===== src/rtl/i2c_tx_fifo_if.sv =====
// Byte-FIFO bus between the APB register file (master) and the TX FIFO (slave).
// Carries push/pop requests, popped data and the status/error flags.
// No storage; purely a signal bundle with direction modports.
interface i2c_tx_fifo_if #(
    parameter int DATA_WIDTH = 8,
    parameter int ADDR_WIDTH = 3
);
    logic                  flush;
    logic                  wr_en;
    logic [DATA_WIDTH-1:0] wr_data;
    logic                  full;
    logic                  rd_en;
    logic [DATA_WIDTH-1:0] rd_data;
    logic                  rd_valid;
    logic                  empty;
    logic [ADDR_WIDTH:0]   level;
    logic                  overflow;
    logic                  underflow;

    modport slave (
        input  flush, wr_en, wr_data, rd_en,
        output full, rd_data, rd_valid, empty, level, overflow, underflow
    );

    modport master (
        output flush, wr_en, wr_data, rd_en,
        input  full, rd_data, rd_valid, empty, level, overflow, underflow
    );
endinterface


===== src/rtl/i2c_tx_fifo.sv =====
// Byte FIFO decoupling APB write bursts from the SCL-paced I2C byte engine.
// Latency: push visible in level next edge; pop data registered, 1 clock after rd_en.
// Backpressure: full/empty gate push/pop; rejected requests set sticky overflow/underflow.
module i2c_tx_fifo #(
    parameter int DATA_WIDTH = 8,
    parameter int DEPTH      = 8,
    parameter int ADDR_WIDTH = 3
) (
    input  logic              clk,
    input  logic              rst_n,
    i2c_tx_fifo_if.slave      bus
);

    localparam logic [ADDR_WIDTH:0] LVL_FULL = (ADDR_WIDTH+1)'(DEPTH);

    logic [DATA_WIDTH-1:0] mem_q [DEPTH];
    logic [DATA_WIDTH-1:0] mem_d [DEPTH];

    logic [ADDR_WIDTH-1:0] wptr_q, wptr_d;
    logic [ADDR_WIDTH-1:0] rptr_q, rptr_d;
    logic [ADDR_WIDTH:0]   level_q, level_d;
    logic [DATA_WIDTH-1:0] rd_data_q, rd_data_d;
    logic                  rd_valid_q, rd_valid_d;
    logic                  overflow_q, overflow_d;
    logic                  underflow_q, underflow_d;

    logic full, empty;
    logic push_ok, pop_ok;

    // Status comes straight from the registered level so it never lags a transfer.
    assign full  = (level_q == LVL_FULL);
    assign empty = (level_q == '0);

    assign push_ok = bus.wr_en && !full  && !bus.flush;
    assign pop_ok  = bus.rd_en && !empty && !bus.flush;

    always_comb begin
        mem_d = mem_q;
        if (push_ok) begin
            mem_d[wptr_q] = bus.wr_data;
        end
    end

    always_comb begin
        wptr_d      = wptr_q;
        rptr_d      = rptr_q;
        level_d     = level_q;
        rd_data_d   = rd_data_q;
        rd_valid_d  = 1'b0;
        overflow_d  = overflow_q;
        underflow_d = underflow_q;

        if (bus.flush) begin
            // rd_data is deliberately left alone so software still sees the last byte.
            wptr_d      = '0;
            rptr_d      = '0;
            level_d     = '0;
            overflow_d  = 1'b0;
            underflow_d = 1'b0;
        end else begin
            if (push_ok) begin
                wptr_d = wptr_q + 1'b1;
            end
            if (pop_ok) begin
                rptr_d     = rptr_q + 1'b1;
                rd_data_d  = mem_q[rptr_q];
                rd_valid_d = 1'b1;
            end
            if (push_ok && !pop_ok) begin
                level_d = level_q + 1'b1;
            end else if (pop_ok && !push_ok) begin
                level_d = level_q - 1'b1;
            end
            if (bus.wr_en && full) begin
                overflow_d = 1'b1;
            end
            if (bus.rd_en && empty) begin
                underflow_d = 1'b1;
            end
        end
    end

    // Storage is never reset: an entry is only read after it has been written.
    always_ff @(posedge clk) begin
        mem_q <= mem_d;
    end

    always_ff @(posedge clk or negedge rst_n) begin
        if (!rst_n) begin
            wptr_q      <= '0;
            rptr_q      <= '0;
            level_q     <= '0;
            rd_data_q   <= '0;
            rd_valid_q  <= 1'b0;
            overflow_q  <= 1'b0;
            underflow_q <= 1'b0;
        end else begin
            wptr_q      <= wptr_d;
            rptr_q      <= rptr_d;
            level_q     <= level_d;
            rd_data_q   <= rd_data_d;
            rd_valid_q  <= rd_valid_d;
            overflow_q  <= overflow_d;
            underflow_q <= underflow_d;
        end
    end

    assign bus.full      = full;
    assign bus.empty     = empty;
    assign bus.level     = level_q;
    assign bus.rd_data   = rd_data_q;
    assign bus.rd_valid  = rd_valid_q;
    assign bus.overflow  = overflow_q;
    assign bus.underflow = underflow_q;

endmodule


===== src/flat_wrapper.sv =====
// flat-port wrapper written by rule: the top's interface ports become plain ports
module i2c_tx_fifo_flat 
#(
    parameter int DATA_WIDTH = 8,
    parameter int DEPTH      = 8,
    parameter int ADDR_WIDTH = 3
)
  (clk, rst_n, bus_flush, bus_wr_en, bus_wr_data, bus_rd_en, bus_full, bus_rd_data, bus_rd_valid, bus_empty, bus_level, bus_overflow, bus_underflow);
  i2c_tx_fifo_if #(.DATA_WIDTH(DATA_WIDTH), .ADDR_WIDTH(ADDR_WIDTH)) bus_i ();
  input  logic clk;
  input  logic rst_n;
  input wire logic [$bits(bus_i.flush)-1:0] bus_flush;
  input wire logic [$bits(bus_i.wr_en)-1:0] bus_wr_en;
  input wire logic [$bits(bus_i.wr_data)-1:0] bus_wr_data;
  input wire logic [$bits(bus_i.rd_en)-1:0] bus_rd_en;
  output wire logic [$bits(bus_i.full)-1:0] bus_full;
  output wire logic [$bits(bus_i.rd_data)-1:0] bus_rd_data;
  output wire logic [$bits(bus_i.rd_valid)-1:0] bus_rd_valid;
  output wire logic [$bits(bus_i.empty)-1:0] bus_empty;
  output wire logic [$bits(bus_i.level)-1:0] bus_level;
  output wire logic [$bits(bus_i.overflow)-1:0] bus_overflow;
  output wire logic [$bits(bus_i.underflow)-1:0] bus_underflow;
  assign bus_i.flush = bus_flush;
  assign bus_i.wr_en = bus_wr_en;
  assign bus_i.wr_data = bus_wr_data;
  assign bus_i.rd_en = bus_rd_en;
  assign bus_full = bus_i.full;
  assign bus_rd_data = bus_i.rd_data;
  assign bus_rd_valid = bus_i.rd_valid;
  assign bus_empty = bus_i.empty;
  assign bus_level = bus_i.level;
  assign bus_overflow = bus_i.overflow;
  assign bus_underflow = bus_i.underflow;
  i2c_tx_fifo #(.DATA_WIDTH(DATA_WIDTH), .DEPTH(DEPTH), .ADDR_WIDTH(ADDR_WIDTH)) u_core (.clk(clk), .rst_n(rst_n), .bus(bus_i));
endmodule

===== config.mk =====
export PLATFORM = sky130hd
export DESIGN_NAME = i2c_tx_fifo_flat
export DESIGN_NICKNAME = d
export VERILOG_FILES = /design/src/rtl/i2c_tx_fifo_if.sv /design/src/rtl/i2c_tx_fifo.sv /design/src/flat_wrapper.sv
export SDC_FILE = /design/constraint.sdc
export NUM_CORES = 1
export LEC_CHECK = 0
export CAP_MARGIN = 40
export CORE_MARGIN = 3
export CORE_UTILIZATION = 51
export CTS_CLUSTER_SIZE = 10
export DETAILED_ROUTE_END_ITERATION = 8
export GPL_ROUTABILITY_DRIVEN = 1
export PLACE_DENSITY = 0.83
export SLEW_MARGIN = 20
export SYNTH_ARGS = -nofsm -noshare
export SYNTH_HDL_FRONTEND = slang
export SYNTH_SLANG_ARGS = --single-unit

===== constraint.sdc =====
create_clock -name clk -period 2.4 [get_ports clk]
set_input_delay 0.36 -clock clk [delete_from_list [all_inputs] [get_ports clk]]
set_output_delay 0.36 -clock clk [all_outputs]
set_load 0.02 [all_outputs]

==> reports/qor.yml <==
setup_path:
  worst_ep_required_time_ns: 2.63
  worstSetupEndpointType: "flip-flop"
  worstPathBufferInverterCount: 1
  crit_path_top_delay_cell: "or4b_4"
  critical-path-top-delay-family: "compound AO/OA/AOI/OAI gates"
  worst_setup_path_start_kind: "flip-flop"
  largest_stage_delay_on_the_critical_path_ns: 0.60
  cp-startpoint: "u_core.bus.level[0]"
  r2r_setup_slack_ns: 0.06
  setup.worst_path.class: "reg -> reg"
  worstPathMaxFanout: 6
  cp.arrival_ns: 2.57
  rr_worst_depth: 9
  rr_endpoint: "u_core.bus.level[3]"
  r2r-start: "u_core.bus.level[0]"
  critical-path-top-cell-by-count: "a21o_1"
  timing.critical_path.cells: "or4b_4 > clkinv_4 > nor2_2 > nand2_4 > ha_1 > a21o_1 > a21o_1 > a311oi_1 > o31ai_1"
yosys:
  syn-num-nets: 229
  synth.area.top_cells: "edfxtp_1 (54%), dfrtp_1 (15%), mux4_2 (10%), mux2i_1 (2.3%), nand2_1 (1.8%)"
  yosysWarningCount: 0
  syn_area_per_cell_um2: 16.7
  synth_seq_cells: 85
  number_of_standard_cells_after_synthesis: 211
  synth.yosys.seq_area_share_pct: 69.3
  synth_area_um2: 3530
  synth_area_leader_cell: "edfxtp_1"
  number_of_different_library_cells_in_the_post_synthesis_netlist: 40
  yosys.area.top_type_share_pct: 54.4
routing:
  num_vias: 1959
  routed_via_density: 5.66
  ant_nets: 0
  drt-total-wl_um: 6480
  detail_route.first_pass.iterations: 4
  route.detailed.drc: 0
  drt-initial-drc-count: 138
  wl_per_cell_um: 18.7
timing:
  final.setup.worst_slack_ns: 0.0597
  hold_violations: 0
  worst_pin_slew_ns: 0.575
  max_slew_margin_pct: 61.7
  fin_crit_ns: 2.34
  setup_violations: 0
  fmax_mhz: 427
  report.final.slew_viol_count: 0
  finClkSkew_ns: 0.0121
  layout_worst_path_cycle_share_pct: 97.5
placement:
  numPortBuffers: 29
  preCtsSetupSlack_ns: -0.130
  dp_hpwl_um: 4390
  placer_congestion: 0.835
run:
  maxCapViolCount: 0
floorplan:
  die-height_um: 89.2
  floorplan.die_area_um2: 7960
  std_cell_rows: 29
  io-pin-count: 30
  floorplan.initialDensity_pct: 54.1
  placeableCoreArea_um2: 6530
  dieWidth_um: 89.2
pwr:
  leakage_nw: 1.52
  ir_worst_vdd_mv: 0.516
  power_density_nw_per_um2: 971
global_route:
  grt-ovfl-total: 0
  grt_pass1_wl_um: 10100
  antenna_violations_before_repair: 0
  first_global_vias: 1945
  grt_start_max_net_pins: 22
  globalRouteTotalUtil_pct: 17.9
clock_network:
  cts.sink_count: 85
  clkLatencyLatePin_ns: 0.35
  clock_tree_from_tritoncts: "done"
  cts.root.buffer_cell: "clkbuf_8"
  cts_buffer_depth: 2
  clkTransAtPathRegs_ns: 0.09
  tritoncts.num_buffers: 9
  cts_max_level: 3
final_layout:
  post-route-util_pct: 64.9
  post_route_cells_drive_above_1_share_pct: 25.7
  finalNetCount: 282
  antenna-diode-count: 0
  syn_to_final_growth_pct: 20.0
status:
  outcome: "finished clean"
hold_path:
  worstHoldPathType: "in -> async"
## cells in the final DEF, fill, tap and decap left out, types with 3 or more instances in the layout
cell type,instances
buf_4,23
mux4_2,16
nor2_1,12
mux2i_1,8
nand2_1,17
clkinv_4,3
edfxtp_1,64
clkbuf_8,9
a21oi_1,5
inv_1,3
o21ai_0,9
ha_1,4
dfrtp_1,19
xor2_1,3
nor3_1,6
xnor2_1,3
nand2b_1,5
clkdlybuf4s50_1,28
## report_power, final
part           leakage [nW]  internal [mW]  switching [mW]  total [mW]
Clock                0.0959          0.390           0.522       0.912
Combinational         0.578          0.679           0.681        1.36
Sequential            0.849           1.74           0.107        1.85
## per-stage QoR
step,cell area (um^2),setup TNS [ns],hold WS [ns],power [mW],cells
3_5_place_dp,4030,-0.130,0.469,3.21,328
5_1_grt,4240,-0.0405,0.372,4.35,346
2_1_floorplan,3540,0,0.0644,2.76,211
3_3_place_gp,4030,-0.0458,0.461,3.16,328
6_report,4240,0,0.340,4.12,346
4_1_cts,4200,0,0.335,4.11,344
## cells in the mapped netlist
library cell  number
a2111oi_0          1
a211oi_1           2
a21o_1             2
a21oi_1            5
a22oi_2            1
a311oi_1           1
a311oi_2           1
buf_1              2
buf_2              5
buf_4              1
buf_6              1
clkbuf_1           1
clkinv_4           1
dfrtp_1           21
edfxtp_1          64
fa_1               1
ha_1               4
inv_1              3
inv_2              1
mux2i_1            8
mux4_2            16
nand2_1           17
nand2_4            1
nand2b_1           5
nand2b_4           1
nand3_1            2
nor2_1            12
nor2_2             1
nor2b_1            1
nor3_1             6
nor4_1             2
o21ai_0            9
o311a_1            1
o31ai_1            1
o41a_1             1
o41ai_2            1
or2b_2             1
or4b_4             1
xnor2_1            3
xor2_1             3
## cells by family after synthesis
group / after synthesis / share of synthesized area, %
buf+inv: 15 / 2.23
simple gates: 50 / 7.16
fa+ha+maj: 5 / 1.98
compound gates: 26 / 5.38
xor+xnor: 6 / 1.49
flops: 85 / 69.3
mux: 24 / 12.5
## worst max path at each step
stage                                to  slack, ns  depth (start not counted)
CTS                 u_core.bus.level[3]       0.03                          9
global placement    u_core.bus.level[3]      -0.05                          9
floorplan           u_core.bus.level[3]      0.001                         10
global route        u_core.bus.level[3]      -0.04                          9
detailed placement  u_core.bus.level[3]      -0.13                          9
finish              u_core.bus.level[3]       0.06                          9
## final cells by class
cell class | instances | area [um^2]
inverters | 5 | 23.8
fillers | 456 | 2290
repair buffers | 52 | 462
clock inverters | 7 | 56.3
clock buffers | 9 | 124
multi-input cells | 111 | 1030
well taps | 77 | 96.3
flip-flops and latches | 85 | 2450
## what timing repair did
item                       in CTS  in global routing
hold buffers                    0                  0
setup buffers                   0                  2
hold endpoints to repair        0                  0
pin swaps                       0                  1
setup endpoints to repair       1                  2
gates resized for setup         1                  3
## state kept, by name, summed over array words and instances (netlist names)
| register | cells |
|---|---|
| u_core.bus.underflow | 1 |
| u_core.wptr_q | 3 |
| u_core.bus.level | 4 |
| u_core.bus.overflow | 1 |
| u_core.bus.rd_data | 8 |
| u_core.bus.rd_valid | 1 |
| u_core.mem_q | 64 |
| u_core.rptr_q | 3 |
## metal layers
| metal | track usage [%] | vias up | part of all wire, % |
|---|---|---|---|
| li1 | - | 915 | - |
| met1 | 22.7 | 975 | 43 |
| met2 | 29.7 | 52 | 51 |
| met3 | 4.15 | 17 | 3.6 |
| met4 | 7.98 | 0 | 2.7 |
| met5 | 0 | - | 0 |
(Power assumes the default switching activity.)
